$ cat config.mk
export PLATFORM = sky130hd
export DESIGN_NAME = rr_arbiter_flat
export DESIGN_NICKNAME = d
export VERILOG_FILES = /design/src/rtl/rr_arbiter_if.sv /design/src/rtl/rr_arbiter.sv /design/src/flat_wrapper.sv
export SDC_FILE = /design/constraint.sdc
export NUM_CORES = 1
export LEC_CHECK = 0
export ABC_AREA = 1
export BUFFER_PORTS_ARGS = -buffer_cell sky130_fd_sc_hd__buf_2
export CORE_ASPECT_RATIO = 0.75
export CORE_UTILIZATION = 44
export DETAILED_ROUTE_END_ITERATION = 7
export PLACE_DENSITY = 0.67
export SLEW_MARGIN = 20
export SYNTH_ARGS = -nofsm -noshare
export SYNTH_HDL_FRONTEND = slang
export SYNTH_SLANG_ARGS = --single-unit
$ cat constraint.sdc
create_clock -name clock -period 5.15 [get_ports clock]
set_clock_uncertainty 0.1 [all_clocks]
set_input_delay 1.2875 -clock clock [delete_from_list [all_inputs] [get_ports clock]]
set_output_delay 1.2875 -clock clock [all_outputs]
set_load 0.01 [all_outputs]
$ cat src/rtl/rr_arbiter_if.sv
// rtl/rr_arbiter_if.sv - request/grant bundle between requesters and the round-robin arbiter
interface rr_arbiter_if #(
  parameter int NUM_REQ = 8,
  parameter int IDX_W   = $clog2(NUM_REQ)
);
  logic [NUM_REQ-1:0] req;
  logic               flush;
  logic               out_ready;
  logic               out_valid;
  logic [NUM_REQ-1:0] grant_onehot;
  logic [IDX_W-1:0]   grant_idx;
  logic [NUM_REQ-1:0] base_ptr;

  // Arbiter side: consumes requests, produces grants
  modport master (
    input  req,
    input  flush,
    input  out_ready,
    output out_valid,
    output grant_onehot,
    output grant_idx,
    output base_ptr
  );

  // Requester/consumer side
  modport slave (
    output req,
    output flush,
    output out_ready,
    input  out_valid,
    input  grant_onehot,
    input  grant_idx,
    input  base_ptr
  );
endinterface

$ cat src/rtl/rr_arbiter.sv
// rtl/rr_arbiter.sv - round-robin / fixed-priority arbiter with grant hold under backpressure
module rr_arbiter #(
  parameter int NUM_REQ = 8,
  parameter int MODE    = 0,
  parameter int IDX_W   = $clog2(NUM_REQ)
) (
  input  logic         clock,
  input  logic         reset,
  rr_arbiter_if.master bus
);

  typedef enum logic {IDLE, HOLD} state_t;

  localparam logic [NUM_REQ-1:0] ONE = NUM_REQ'(1);

  state_t             r_state;
  logic [NUM_REQ-1:0] r_base;
  logic [NUM_REQ-1:0] r_held;

  state_t             w_state_nxt;
  logic [NUM_REQ-1:0] w_base_nxt;
  logic [NUM_REQ-1:0] w_held_nxt;
  logic [NUM_REQ-1:0] w_upper;
  logic [NUM_REQ-1:0] w_scan;
  logic [NUM_REQ-1:0] w_sel;
  logic               w_valid;
  logic [NUM_REQ-1:0] w_grant;
  logic [IDX_W-1:0]   w_idx;

  // Circular find-first-one: keep requests at/above the base; if none, wrap to the lowest request.
  // base is one-hot, so (base - 1) is exactly the mask of bits below it.
  always_comb begin
    w_upper = bus.req & ~(r_base - ONE);
    w_scan  = (|w_upper) ? w_upper : bus.req;
    w_sel   = w_scan & (~w_scan + ONE);
  end

  // Next-state and outputs; flush and reset both force an empty grant
  always_comb begin
    w_state_nxt = r_state;
    w_base_nxt  = r_base;
    w_held_nxt  = r_held;
    w_valid     = 1'b0;
    w_grant     = '0;
    if (!reset) begin
      case (r_state)
        IDLE: begin
          if ((|bus.req) && !bus.flush) begin
            w_valid = 1'b1;
            w_grant = w_sel;
            if (bus.out_ready) begin
              if (MODE == 0) w_base_nxt = {w_sel[NUM_REQ-2:0], w_sel[NUM_REQ-1]};
            end else begin
              w_held_nxt  = w_sel;
              w_state_nxt = HOLD;
            end
          end
        end
        HOLD: begin
          if (bus.flush) begin
            w_held_nxt  = '0;
            w_state_nxt = IDLE;
          end else begin
            w_valid = 1'b1;
            w_grant = r_held;
            if (bus.out_ready) begin
              if (MODE == 0) w_base_nxt = {r_held[NUM_REQ-2:0], r_held[NUM_REQ-1]};
              w_held_nxt  = '0;
              w_state_nxt = IDLE;
            end
          end
        end
        default: w_state_nxt = IDLE;
      endcase
    end
  end

  // Binary encode of the one-hot grant
  always_comb begin
    w_idx = '0;
    for (int i = 0; i < NUM_REQ; i++) begin
      if (w_grant[i]) w_idx = w_idx | IDX_W'(i);
    end
  end

  // State, priority base and held grant registers
  always_ff @(posedge clock) begin
    if (reset) begin
      r_state <= IDLE;
      r_base  <= ONE;
      r_held  <= '0;
    end else begin
      r_state <= w_state_nxt;
      r_base  <= w_base_nxt;
      r_held  <= w_held_nxt;
    end
  end

  assign bus.out_valid    = w_valid;
  assign bus.grant_onehot = w_grant;
  assign bus.grant_idx    = w_idx;
  assign bus.base_ptr     = r_base;

endmodule

$ cat src/flat_wrapper.sv
// flat-port wrapper written by rule: the top's interface ports become plain ports
module rr_arbiter_flat 
#(
  parameter int NUM_REQ = 8,
  parameter int MODE    = 0,
  parameter int IDX_W   = $clog2(NUM_REQ)
)
  (clock, reset, bus_req, bus_flush, bus_out_ready, bus_out_valid, bus_grant_onehot, bus_grant_idx, bus_base_ptr);
  rr_arbiter_if #(.NUM_REQ(NUM_REQ), .IDX_W(IDX_W)) bus_i ();
  input  logic clock;
  input  logic reset;
  input wire logic [$bits(bus_i.req)-1:0] bus_req;
  input wire logic [$bits(bus_i.flush)-1:0] bus_flush;
  input wire logic [$bits(bus_i.out_ready)-1:0] bus_out_ready;
  output wire logic [$bits(bus_i.out_valid)-1:0] bus_out_valid;
  output wire logic [$bits(bus_i.grant_onehot)-1:0] bus_grant_onehot;
  output wire logic [$bits(bus_i.grant_idx)-1:0] bus_grant_idx;
  output wire logic [$bits(bus_i.base_ptr)-1:0] bus_base_ptr;
  assign bus_i.req = bus_req;
  assign bus_i.flush = bus_flush;
  assign bus_i.out_ready = bus_out_ready;
  assign bus_out_valid = bus_i.out_valid;
  assign bus_grant_onehot = bus_i.grant_onehot;
  assign bus_grant_idx = bus_i.grant_idx;
  assign bus_base_ptr = bus_i.base_ptr;
  rr_arbiter #(.NUM_REQ(NUM_REQ), .MODE(MODE), .IDX_W(IDX_W)) u_core (.clock(clock), .reset(reset), .bus(bus_i));
endmodule
==> results.rst, run 1 <==
.. list-table::
   :header-rows: 1

   * - Metric
     - Value
   * - Latest clock arrival within the worst-skew pair
     - 0.26 ns
   * - Maximum clock frequency
     - 0.236 GHz
   * - Sequential area share after synthesis
     - 0.232
   * - Data required time of the critical path
     - 3.76 ns
   * - Number of nets produced by synthesis
     - 230
   * - Syn-to-layout area delta
     - 15.5%
   * - Critical path class
     - primary input to output port
   * - Number of nets in the layout
     - 261
   * - FILL cells
     - 331
   * - Total of endpoints with negative setup slack in the final report
     - 0
   * - Netlist area before placement
     - 1470 um2
   * - Global-route wire length before repair
     - 6150 um
   * - Total vias in the final route
     - 1517
   * - Yosys Warn Count
     - 0
   * - Switching share of total power
     - 0.368
   * - Pre-CTS setup slack
     - 0.926 ns
   * - Area of the die
     - 3570 um2
   * - H-tree Lvls
     - 1
   * - Number of routed nets with antenna violations
     - 0
   * - Maximum capacitance violations
     - 0
   * - DRC viols
     - 0
   * - Highest net fanout along the worst path
     - 8
   * - Buffers added on ports
     - 31
   * - CP startpoint kind
     - primary input
   * - Pin count of the biggest net entering global routing
     - 24
   * - Post-synthesis instance total
     - 217
   * - Aggregate negative setup slack
     - 0 ns
   * - Sequential fraction of design power
     - 0.406
   * - Share of the clock period used by the worst path after layout
     - 0.823
   * - Core area
     - 3060 um2
   * - CTS tree
     - built
   * - Kind of end point of the critical path
     - output port
   * - Clock root buffer master
     - sky130_fd_sc_hd__clkbuf_8
   * - Arrival @ worst endpoint
     - 2.85 ns
   * - Final hold vios
     - 0
   * - Per-cell via count in the routed design
     - 5.32
   * - Cells on worst reg2reg path
     - 7
   * - Number of detailed-route iterations in the first pass
     - 4
   * - Total congestion overflow
     - 0
   * - Num Clock Sinks
     - 17
   * - Number of buffers on the longest clock path
     - 2
   * - Setup ws final
     - 0.912 ns
   * - Number of distinct library cell variants in the gate-level netlist after synthesis
     - 35
   * - Outcome
     - completed
   * - Share of post-route cells with drive strength above 1
     - 0.340
   * - Starting utilization of the core area
     - 0.478
   * - Slowest stage delay, CP
     - 0.16 ns
   * - Cells resized by post-CTS repair
     - 0
   * - Worst-path cell chain
     - buf_2 -> nand2_1 -> nand2_1 -> inv_1 -> nand2_1 -> inv_2 -> nand3_4 -> nor2_8 -> nand3_2 -> nand2_2 -> nor2_2 -> inv_2 -> nor2_4 -> nand3_2 -> nand2_1 -> nand2_1 -> nand3_2 -> buf_2
   * - Total net switching power
     - 0.137 mW
   * - Last weighted congestion value of the routability-driven placer
     - 0.876
   * - Combinational Power Share
     - 0.319
   * - Vias in the first global route
     - 1315
   * - Antenna violations before repair
     - 0
   * - Chip Width
     - 68.6 um
   * - Post-DP HPWL
     - 2940 um
   * - Critical path capture point
     - bus_grant_idx[0]
   * - Reg2reg end
     - u_core.bus.base_ptr[0]
   * - Post-CTS Setup Repair Bufs
     - 0
   * - Post-Syn Area per Cell
     - 6.75 um2
   * - Relative contribution of the clock network to total power
     - 0.274
   * - Global Route Usage Sum
     - 0.234
   * - Reg-to-reg setup timing slack
     - 2.68 ns
   * - Worst path slowest cell
     - sky130_fd_sc_hd__nor2_2
   * - Cell-internal power
     - 0.235 mW
   * - TritonCTS Buffers
     - 3
   * - Cell with the most instances on the worst path
     - sky130_fd_sc_hd__nand2_1
   * - Inserted Diodes
     - 0
   * - Pwr/cell area
     - 220 nW/um2
   * - Startpoint of the lowest-slack register-to-register path
     - u_core.r_state
   * - Path type of the worst min-delay path
     - flop to flop
   * - Number of register bits inferred by synthesis
     - 17
   * - Hold Buf Count CTS
     - 0
   * - Unrepaired setup endpoints after global routing
     - false
   * - Ports placed on the boundary
     - 32
   * - Wire length after detailed routing
     - 3720 um
   * - Number of placement rows
     - 17
   * - Origin of the worst setup path
     - bus_req[1]
   * - Floorplan die height
     - 52.0 um
   * - Final Slew Violations
     - 0
   * - Leakage
     - 0.833 nW
   * - Slew Limit Headroom
     - 0.463
   * - Max VDD drop
     - 0.160 mV
   * - Final critical path time including I/O delays and setup
     - 4.24 ns
   * - Clk pin slew, worst setup/hold paths
     - 0.07 ns
   * - Transition at the pin with the smallest max-transition slack
     - 0.805 ns
   * - Count of routing violations after the opening detailed-route iteration
     - 93
   * - Routed length per instance
     - 13.0 um
layout make-up:
type                            count  area, um2  area share
Multi-Input combinational cell    165        987       0.583
Sequential cell                    17        340       0.201
Timing Repair Buffer               31        155      0.0916
Inverter                           30        116      0.0687
Tap cell                           38       47.5      0.0281
Clock buffer                        3       41.3      0.0244
Clock inverter                      1       5.00     0.00296
how the worst min path moves through the flow:
stage / end / slack [ns] / from / cells after the start
6_report: u_core.bus.base_ptr[2] / 0.41 / u_core.r_held[1] / 2
5_1_grt: u_core.bus.base_ptr[2] / 0.45 / u_core.r_held[1] / 2
4_1_cts: u_core.bus.base_ptr[2] / 0.41 / u_core.r_held[1] / 2
3_5_place_dp: u_core.bus.base_ptr[2] / 0.40 / u_core.r_held[1] / 2
3_3_place_gp: u_core.bus.base_ptr[2] / 0.40 / u_core.r_held[1] / 2
2_1_floorplan: u_core.bus.base_ptr[2] / 0.37 / u_core.r_held[1] / 2
synthesized netlist by cell type:
library cell,number,area share
sky130_fd_sc_hd__nor2_1,13,0.033
sky130_fd_sc_hd__nand2_1,42,0.11
sky130_fd_sc_hd__inv_2,5,0.013
sky130_fd_sc_hd__a221oi_1,1,0.0060
sky130_fd_sc_hd__dfxtp_1,17,0.23
sky130_fd_sc_hd__nor3b_2,1,0.0085
sky130_fd_sc_hd__nand3_1,22,0.075
sky130_fd_sc_hd__nand3_2,11,0.075
sky130_fd_sc_hd__inv_1,22,0.056
sky130_fd_sc_hd__nand4_1,2,0.0085
sky130_fd_sc_hd__ha_1,1,0.0085
sky130_fd_sc_hd__a31oi_1,1,0.0043
sky130_fd_sc_hd__buf_2,2,0.0068
sky130_fd_sc_hd__o21ai_2,1,0.0060
sky130_fd_sc_hd__nor2_8,2,0.027
sky130_fd_sc_hd__a31oi_2,1,0.0085
sky130_fd_sc_hd__a21oi_1,23,0.079
sky130_fd_sc_hd__nor4_2,1,0.0085
sky130_fd_sc_hd__o21bai_1,1,0.0051
sky130_fd_sc_hd__nand3_4,1,0.012
sky130_fd_sc_hd__o21ai_0,10,0.034
sky130_fd_sc_hd__nand2_4,2,0.015
sky130_fd_sc_hd__nor2_2,4,0.017
sky130_fd_sc_hd__clkbuf_1,3,0.0077
sky130_fd_sc_hd__clkinv_2,1,0.0034
sky130_fd_sc_hd__a21oi_2,2,0.012
sky130_fd_sc_hd__nand2_2,11,0.047
sky130_fd_sc_hd__nor3_1,1,0.0034
sky130_fd_sc_hd__a221oi_2,2,0.020
sky130_fd_sc_hd__clkinv_1,1,0.0026
sky130_fd_sc_hd__nor2_4,2,0.015
sky130_fd_sc_hd__o21ai_1,5,0.017
sky130_fd_sc_hd__inv_4,1,0.0043
sky130_fd_sc_hd__a31oi_4,1,0.015
sky130_fd_sc_hd__o22ai_1,1,0.0043
kinds of logic after synthesis:
logic type               share of synthesized area
AND/OR/NAND/NOR                              0.454
AO/OA/AOI/OAI                                0.211
buffers and inverters                       0.0939
flip-flops                                   0.232
adder cells (fa/ha/maj)                    0.00854
placed cells by master, fill, tap and decap left out, drive strengths merged, types with 2 or more instances in the layout:
master  Yosys  layout
nand4       2       2
o21ai      16      16
buf         2      31
clkbuf      3       3
dfxtp      17      17
nand2      55      55
nand3      34      34
inv        28      28
nor2       21      21
clkinv      2       3
a221oi      3       3
a21oi      25      25
a31oi       3       3
stage by stage:
step / cell area, um2 / std cells / util / total power [mW] / hold WS [ns]
finish: 1690 / 285 / 0.553 / 0.372 / 0.415
global route: 1690 / 285 / 0.553 / 0.397 / 0.454
CTS: 1690 / 285 / 0.553 / 0.375 / 0.410
detailed placement: 1650 / 281 / 0.538 / 0.272 / 0.398
global placement: 1650 / 281 / 0.538 / 0.272 / 0.402
floorplan: 1470 / 217 / - / 0.240 / 0.367
worst max-delay path, delay by kind of cell:
family        cells  cell delay [ns]
buf+inv           5             0.37
simple gates     13             1.19
power by group through the flow:
stage	Clock, mW	Sequential (mW)	Combinational (mW)
floorplan	0	0.152	0.0878
global placement	0	0.154	0.118
detailed placement	0	0.154	0.118
CTS	0.105	0.151	0.119
global route	0.111	0.153	0.133
finish	0.102	0.151	0.119
state kept, by name, summed over array words and instances (netlist names):
register,flops
u_core.r_held,8
u_core.r_state,1
u_core.bus.base_ptr,8
layer usage:
layer | GRT usage | routed length [um] | vias up
li1 | - | - | 786
met5 | 0 | 0 | -
met2 | 0.332 | 1540 | 39
met1 | 0.344 | 1880 | 685
met4 | 0.0521 | 43 | 0
met3 | 0.0636 | 249 | 7
(Power assumes the default switching activity.)
==> inputs of run 2 (changes only) <==
--- a/config.mk
+++ b/config.mk
@@ -10,7 +10,7 @@
 export CORE_ASPECT_RATIO = 0.75
 export CORE_UTILIZATION = 44
 export DETAILED_ROUTE_END_ITERATION = 7
-export PLACE_DENSITY = 0.67
+export PLACE_DENSITY = 0.69
 export SLEW_MARGIN = 20
 export SYNTH_ARGS = -nofsm -noshare
 export SYNTH_HDL_FRONTEND = slang
==> constraint.sdc (replaced) <==
create_clock -name clock -period 3.4 [get_ports clock]
set_clock_uncertainty 0.1 [all_clocks]
set_input_delay 0.85 -clock clock [delete_from_list [all_inputs] [get_ports clock]]
set_output_delay 0.85 -clock clock [all_outputs]
set_load 0.01 [all_outputs]
==> run 2 against run 1 <==
  * Largest cell class unchanged
  * Sequential share of layout area fell by 2.9 points
  * Via count grew 7.4%
  * The run now ends with negative setup slack left
  * First-iteration DRC count grew 16%
  * Sequential power rose by 51%
  * Non-clock buffer count increased by 15
  * Clock-buffer cell count did not move
==> results.rst, run 2 (synthesized netlist as in run 1, its figures left out) <==
.. list-table::
   :header-rows: 1

   * - Metric
     - Value
   * - Startpoint of the lowest-slack register-to-register path
     - u_core.bus.base_ptr[0]
   * - Number of routed nets with antenna violations
     - 0 (unchanged)
   * - Inserted Diodes
     - 0 (unchanged)
   * - Final critical path time including I/O delays and setup
     - 3.41 ns
   * - Most common library cell in the layout ignoring fill and taps
     - sky130_fd_sc_hd__nand2_1
   * - Number of buffers on the longest clock path
     - 2 (unchanged)
   * - Highest net fanout along the worst path
     - 8 (unchanged)
   * - Buffers added on ports
     - 31 (unchanged)
   * - Setup ws final
     - -0.0120 ns (-0.924 ns)
   * - Maximum capacitance violations
     - 0 (unchanged)
   * - Routed length per instance
     - 14.0 um (+7.7%)
   * - Number of nets in the layout
     - 276 (+5.7%)
   * - Post-DP HPWL
     - 2970 um (+1.1%)
   * - H-tree Lvls
     - 1 (unchanged)
   * - Total design power
     - 0.629 mW (+69%)
   * - Latest clock arrival within the worst-skew pair
     - 0.26 ns (about the same)
   * - Reg-to-reg setup timing slack
     - 1.14 ns (-1.54 ns)
   * - Global-route wire length before repair
     - 6180 um (+0.57%)
   * - CTS tree
     - built
   * - Count of routing violations after the opening detailed-route iteration
     - 108 (+16%)
   * - End point of the most critical hold path
     - u_core.bus.base_ptr[2]
   * - Critical path class
     - primary input to output port
   * - Total of endpoints with negative setup slack in the final report
     - 2 (+2)
   * - Num Clock Sinks
     - 17 (unchanged)
   * - Final hold vios
     - 0 (unchanged)
   * - Inst Count DP
     - 284 (+1.1%)
   * - Minimum hold slack
     - 0.418 ns (+0.00380 ns)
   * - Aggregate negative setup slack
     - -0.0123 ns (-0.0123 ns)
   * - Chip Width
     - 68.6 um (unchanged)
   * - Clk pin slew, worst setup/hold paths
     - 0.07 ns (about the same)
   * - DRC viols
     - 0 (unchanged)
   * - Outcome
     - complete, but fails checks
   * - Origin of the worst setup path
     - bus_req[0]
   * - Hold Buf Count CTS
     - 0 (unchanged)
   * - Data required time of the critical path
     - 2.45 ns (-1.31 ns)
   * - Pre-CTS setup slack
     - 0.0541 ns (-0.871 ns)
   * - Per-cell via count in the routed design
     - 5.43 (+2.0%)
   * - Start point of the worst hold path
     - u_core.r_held[1]
   * - Clock root buffer master
     - sky130_fd_sc_hd__clkbuf_8
   * - Unrepaired setup endpoints after global routing
     - true
   * - CP startpoint kind
     - primary input
   * - Floorplan die height
     - 52.0 um (unchanged)
   * - Share of the clock period used by the worst path after layout
     - 1.00
   * - Number of cells traversed by the worst hold path
     - 2 (unchanged)
   * - Number of placement rows
     - 17 (unchanged)
   * - Kind of end point of the critical path
     - output port
   * - Path type of the worst min-delay path
     - flop to flop
   * - Arrival @ worst endpoint
     - 2.46 ns (-0.39 ns)
   * - Max VDD drop
     - 0.198 mV (+24%)
   * - Post-DP Area
     - 1670 um2 (+1.4%)
   * - Cells on worst reg2reg path
     - 16 (+9)
   * - Core area
     - 3060 um2 (unchanged)
   * - Slew Limit Headroom
     - 0.541 (+0.0783)
   * - Maximum clock frequency
     - 0.293 GHz
   * - Last weighted congestion value of the routability-driven placer
     - 0.996 (+14%)
   * - Summed area of non-filler cells in the final layout
     - 2000 um2 (+18%)
   * - Wire length after detailed routing
     - 4210 um (+13%)
   * - Pwr/cell area
     - 314 nW/um2 (+43%)
   * - Pin count of the biggest net entering global routing
     - 19 (-21%)
   * - Area of the die
     - 3570 um2 (unchanged)
   * - Global Route Usage Sum
     - 0.238 (+0.00344)
   * - Final Instance Count excl. Fillers
     - 300 (+5.3%)
   * - Total vias in the final route
     - 1629 (+7.4%)
   * - Reg2reg end
     - u_core.bus.base_ptr[1]
   * - Syn-to-layout area delta
     - 36.6%
   * - Final standard cell utilization of the core
     - 0.653 (+0.100)
   * - Transition at the pin with the smallest max-transition slack
     - 0.686 ns (-0.118 ns)
   * - Commonest non-fill, non-tap cells in the layout
     - sky130_fd_sc_hd__nand2_1, sky130_fd_sc_hd__buf_2, sky130_fd_sc_hd__a21oi_1, sky130_fd_sc_hd__inv_1, sky130_fd_sc_hd__nand3_1
   * - Vias in the first global route
     - 1351 (+2.7%)
   * - Number of detailed-route iterations in the first pass
     - 4 (unchanged)
   * - Final Slew Violations
     - 0 (unchanged)
   * - TritonCTS Buffers
     - 3 (unchanged)
   * - Antenna violations before repair
     - 0 (unchanged)
   * - Violations in the final reports
     - negative setup slack
   * - Share of post-route cells with drive strength above 1
     - 0.477 (+0.137)
   * - Leakage
     - 0.935 nW (+12%)
   * - Starting utilization of the core area
     - 0.478 (unchanged)
   * - Ports placed on the boundary
     - 32 (unchanged)
   * - Total congestion overflow
     - 0 (unchanged)
## run 2: cell types whose count changed in the layout (fill, tap and decap cells not counted), sizes merged
cell  before  now
buf       31   46
## run 2: timing repair
item,4_1_cts,5_1_grt
pin swaps,0,27
setup buffers,0,12
resized for setup,3,48
hold endpoints to repair,0,0
endpoints found under the setup margin,5,9
cloned,0,0
## run 2: per-layer routing
layer	global-route usage	vias up	wire [um]	part of all wire
met5	0	-	0	0
met4	0.0625	0	55	0.013
met3	0.0877	9	321	0.076
met2	0.355	56	1940	0.46
met1	0.317	748	1900	0.45
li1	-	816	-	-
## run 2: worst max-delay path by stage
stage	to	slack, ns	depth (start not counted)
after global routing	bus_grant_idx[2]	-0.14	16
after detailed placement	bus_grant_idx[1]	0.05	17
after CTS	bus_grant_idx[0]	0.01	19
after floorplan	bus_grant_idx[1]	0.33	15
final	bus_grant_idx[0]	-0.01	18
after global placement	bus_grant_idx[1]	0.07	17
## run 2: power breakdown
| group | internal, mW | switching (mW) |
|---|---|---|
| registers | 0.214 | 0.0143 |
| logic | 0.0956 | 0.149 |
| clock network | 0.0817 | 0.0746 |
| total | 0.391 | 0.238 |
## run 2: critical path, stage by stage
cell and delay [ns]:
sky130_fd_sc_hd__buf_6 0.11, sky130_fd_sc_hd__nand2_2 0.06, sky130_fd_sc_hd__nand2_2 0.05, sky130_fd_sc_hd__inv_2 0.04, sky130_fd_sc_hd__nand2_2 0.05, sky130_fd_sc_hd__inv_2 0.07
sky130_fd_sc_hd__nand3_4 0.09, sky130_fd_sc_hd__nor2_8 0.21, sky130_fd_sc_hd__nand2_4 0.10, sky130_fd_sc_hd__nand2_4 0.08, sky130_fd_sc_hd__nand2_4 0.08, sky130_fd_sc_hd__nand2_4 0.09
sky130_fd_sc_hd__nor2_4 0.05, sky130_fd_sc_hd__nand3_2 0.09, sky130_fd_sc_hd__nand2_2 0.06, sky130_fd_sc_hd__o21ai_2 0.16, sky130_fd_sc_hd__nand3_2 0.09, sky130_fd_sc_hd__buf_6 0.12
## run 2: final cells by class
type	instances	area (um2)
multi-input combinational	165	1150
fill	260	1060
sequential	17	344
timing repair buffer	46	290
inverter	30	121
tap	38	47.5
clock buffer	3	41.3
clock inverter	1	5.00
==> inputs of run 3 (changes only) <==
--- a/config.mk
+++ b/config.mk
@@ -8,9 +8,9 @@
 export ABC_AREA = 1
 export BUFFER_PORTS_ARGS = -buffer_cell sky130_fd_sc_hd__buf_2
 export CORE_ASPECT_RATIO = 0.75
-export CORE_UTILIZATION = 44
+export CORE_UTILIZATION = 49
 export DETAILED_ROUTE_END_ITERATION = 7
-export PLACE_DENSITY = 0.69
+export PLACE_DENSITY = 0.76
 export SLEW_MARGIN = 20
 export SYNTH_ARGS = -nofsm -noshare
 export SYNTH_HDL_FRONTEND = slang
==> run 3 against run 2 <==
  * Sequential share of layout area is 0.85 points higher
  * Critical endpoint is now bus_grant_idx[2]
  * Highest routed layer unchanged
  * Critical path type unchanged
  * First-iteration DRC count is 34% higher
  * Cell area is 3.0% lower
  * Routed wire length is 1.1% higher
  * Maximum frequency is 0.62% lower
  * The run still ends with negative setup slack left
==> results.rst, run 3 (synthesized netlist as in run 1, its figures left out) <==
.. list-table::
   :header-rows: 1

   * - Metric
     - Value
   * - Number of detailed-route iterations in the first pass
     - 4 (unchanged)
   * - Floorplan die height
     - 49.4 um (-5.0%)
   * - Global-route wire length before repair
     - 6590 um (+6.6%)
   * - Outcome
     - complete, but fails checks
   * - Transition at the pin with the smallest max-transition slack
     - 0.725 ns (+0.0384 ns)
   * - Latest clock arrival within the worst-skew pair
     - 0.25 ns (about the same)
   * - Starting utilization of the core area
     - 0.538 (+0.0598)
   * - Unrepaired setup endpoints after global routing
     - true
   * - DRC viols
     - 0 (unchanged)
   * - Setup ws final
     - -0.0334 ns (-0.0214 ns)
   * - Combinational Power Share
     - 0.375 (-0.014)
   * - Leakage
     - 0.922 nW (-1.5%)
   * - Data required time of the critical path
     - 2.45 ns (about the same)
   * - Inserted Diodes
     - 0 (unchanged)
   * - Clk pin slew, worst setup/hold paths
     - 0.06 ns (about the same)
   * - Post-DP HPWL
     - 3010 um (+1.5%)
   * - Total of endpoints with negative setup slack in the final report
     - 4 (+2)
   * - Number of routed nets with antenna violations
     - 0 (unchanged)
   * - Area of the die
     - 3210 um2 (-9.9%)
   * - Routed length per instance
     - 14.4 um (+2.5%)
   * - Core area
     - 2720 um2 (-11%)
   * - Hold Buf Count CTS
     - 0 (unchanged)
   * - Number of placement rows
     - 16 (-1)
   * - Buffers added on ports
     - 31 (unchanged)
   * - Maximum capacitance violations
     - 0 (unchanged)
   * - Slew Limit Headroom
     - 0.515 (-0.0257)
   * - CTS tree
     - built
   * - Total congestion overflow
     - 0 (unchanged)
   * - Count of routing violations after the opening detailed-route iteration
     - 145 (+34%)
   * - Path type of the worst min-delay path
     - flop to flop
   * - Antenna violations before repair
     - 0 (unchanged)
   * - Relative contribution of the clock network to total power
     - 0.252 (+0.004)
   * - TritonCTS Buffers
     - 3 (unchanged)
   * - Sequential fraction of design power
     - 0.374 (+0.011)
   * - Summed area of non-filler cells in the final layout
     - 1940 um2 (-3.0%)
   * - Critical path class
     - primary input to output port
   * - Clock root buffer master
     - sky130_fd_sc_hd__clkbuf_8
   * - Final Slew Violations
     - 0 (unchanged)
   * - Kind of end point of the critical path
     - output port
   * - CP startpoint kind
     - primary input
   * - Violations in the final reports
     - negative setup slack
   * - Pwr/cell area
     - 315 nW/um2 (+0.15%)
   * - FILL cells
     - 230 (-12%)
   * - H-tree Lvls
     - 1 (unchanged)
   * - Vias in the first global route
     - 1439 (+6.5%)
   * - Switching share of total power
     - 0.373 (-0.00569)
   * - Ports placed on the boundary
     - 32 (unchanged)
   * - Per-cell via count in the routed design
     - 5.60 (+3.2%)
   * - Number of nets in the layout
     - 274 (-0.72%)
   * - Arrival @ worst endpoint
     - 2.48 ns (+0.02 ns)
   * - Max VDD drop
     - 0.268 mV (+35%)
   * - Total vias in the final route
     - 1659 (+1.8%)
   * - Share of the clock period used by the worst path after layout
     - 1.01 (+0.00630)
   * - Global Route Usage Sum
     - 0.263 (+0.0250)
   * - Multi-input logic area
     - 1090 um2 (-5.2%)
   * - Highest net fanout along the worst path
     - 8 (unchanged)
   * - Most common library cell in the layout ignoring fill and taps
     - sky130_fd_sc_hd__nand2_1
   * - Num Clock Sinks
     - 17 (unchanged)
   * - Commonest non-fill, non-tap cells in the layout
     - sky130_fd_sc_hd__nand2_1, sky130_fd_sc_hd__buf_2, sky130_fd_sc_hd__a21oi_1, sky130_fd_sc_hd__inv_1, sky130_fd_sc_hd__nand3_1
   * - Final standard cell utilization of the core
     - 0.713 (+0.0596)
   * - Maximum clock frequency
     - 0.291 GHz (-0.62%)
   * - Post-DP Area
     - 1660 um2 (-0.60%)
   * - Wire length after detailed routing
     - 4260 um (+1.1%)
   * - Chip Width
     - 65.1 um (-5.1%)
   * - Cell-internal power
     - 0.383 mW (-2.0%)
   * - Final critical path time including I/O delays and setup
     - 3.43 ns (+0.0214 ns)
   * - Syn-to-layout area delta
     - 32.5%
   * - Pin count of the biggest net entering global routing
     - 19 (unchanged)
   * - FF+latch area
     - 350 um2 (+1.8%)
   * - Total net switching power
     - 0.228 mW (-4.3%)
   * - Last weighted congestion value of the routability-driven placer
     - 0.960 (-3.6%)
   * - Number of buffers on the longest clock path
     - 2 (unchanged)
   * - Final hold vios
     - 0 (unchanged)
   * - Share of post-route cells with drive strength above 1
     - 0.450 (-0.0271)
-- run 3: cell count changes in the layout (fill, tap and decap cells not counted), moves of 2 or more --
cell	previous run	this run
sky130_fd_sc_hd__buf_4	15	12
sky130_fd_sc_hd__dfxtp_4	0	2
sky130_fd_sc_hd__buf_6	2	4
sky130_fd_sc_hd__nand2_2	13	11
sky130_fd_sc_hd__nand2_4	10	6
sky130_fd_sc_hd__nand3_4	6	3
sky130_fd_sc_hd__nand2_1	32	38
sky130_fd_sc_hd__nand3_2	9	12
-- run 3: metrics by stage --
stage / setup WS (ns) / setup TNS, ns / hold WS (ns) / cells / power, mW
floorplan: 0.329 / 0 / 0.367 / 217 / 0.364
global placement: 0.0818 / 0 / 0.402 / 281 / 0.413
detailed placement: 0.0712 / 0 / 0.400 / 281 / 0.415
CTS: 0.00966 / 0 / 0.414 / 285 / 0.567
global route: -0.171 / -0.749 / 0.437 / 296 / 0.648
finish: -0.0334 / -0.0715 / 0.440 / 296 / 0.611
-- run 3: repair_timing --
item	CTS	global route
endpoints found under the setup margin	5	10
endpoints found under the hold margin	0	0
pin swaps	0	24
setup buffers	0	11
resized for setup	2	41
-- run 3: cell type report --
type	count	share of cell area
repair buffers	44	0.147
flip-flops and latches	17	0.181
clock buffers	4	0.0232
multi-input cells	165	0.562
well taps	36	0.0232
inverters	30	0.0638
-- run 3: power groups by stage --
stage,combinational [mW],clock [mW],sequential (mW)
after global placement,0.182,0,0.231
after detailed placement,0.183,0,0.232
after global routing,0.250,0.169,0.230
after floorplan,0.133,0,0.231
after CTS,0.187,0.154,0.227
final,0.229,0.154,0.228
-- run 3: worst paths after layout --
kind                     startpoint                endpoint  slack, ns  cells past startpoint
min          u_core.bus.base_ptr[3]  u_core.bus.base_ptr[3]       0.44                      2
max                      bus_req[0]        bus_grant_idx[2]      -0.03                     18
max reg2reg  u_core.bus.base_ptr[0]  u_core.bus.base_ptr[0]       1.15                     19
min reg2reg  u_core.bus.base_ptr[3]  u_core.bus.base_ptr[3]       0.44                      2
-- run 3: layer usage --
metal,up-vias,GRT usage,part of all wire
li1,812,-,-
met1,782,0.372,0.46
met2,61,0.417,0.47
met3,4,0.0561,0.062
met4,0,0.0326,0.0087
met5,-,0,0
-- run 3: worst max-delay path: stages --
cell,delay [ns]
sky130_fd_sc_hd__buf_6,0.11
sky130_fd_sc_hd__nand2_2,0.05
sky130_fd_sc_hd__nand2_1,0.06
sky130_fd_sc_hd__inv_1,0.05
sky130_fd_sc_hd__nand2_1,0.05
sky130_fd_sc_hd__inv_2,0.06
sky130_fd_sc_hd__nand3_4,0.09
sky130_fd_sc_hd__nor2_8,0.21
sky130_fd_sc_hd__buf_6,0.12
sky130_fd_sc_hd__nand3_2,0.06
sky130_fd_sc_hd__nand2_1,0.07
sky130_fd_sc_hd__nand2_1,0.06
sky130_fd_sc_hd__nor2_2,0.14
sky130_fd_sc_hd__nand3_2,0.11
sky130_fd_sc_hd__nand2_2,0.12
sky130_fd_sc_hd__o21ai_2,0.07
sky130_fd_sc_hd__nand2_1,0.08
sky130_fd_sc_hd__buf_2,0.12
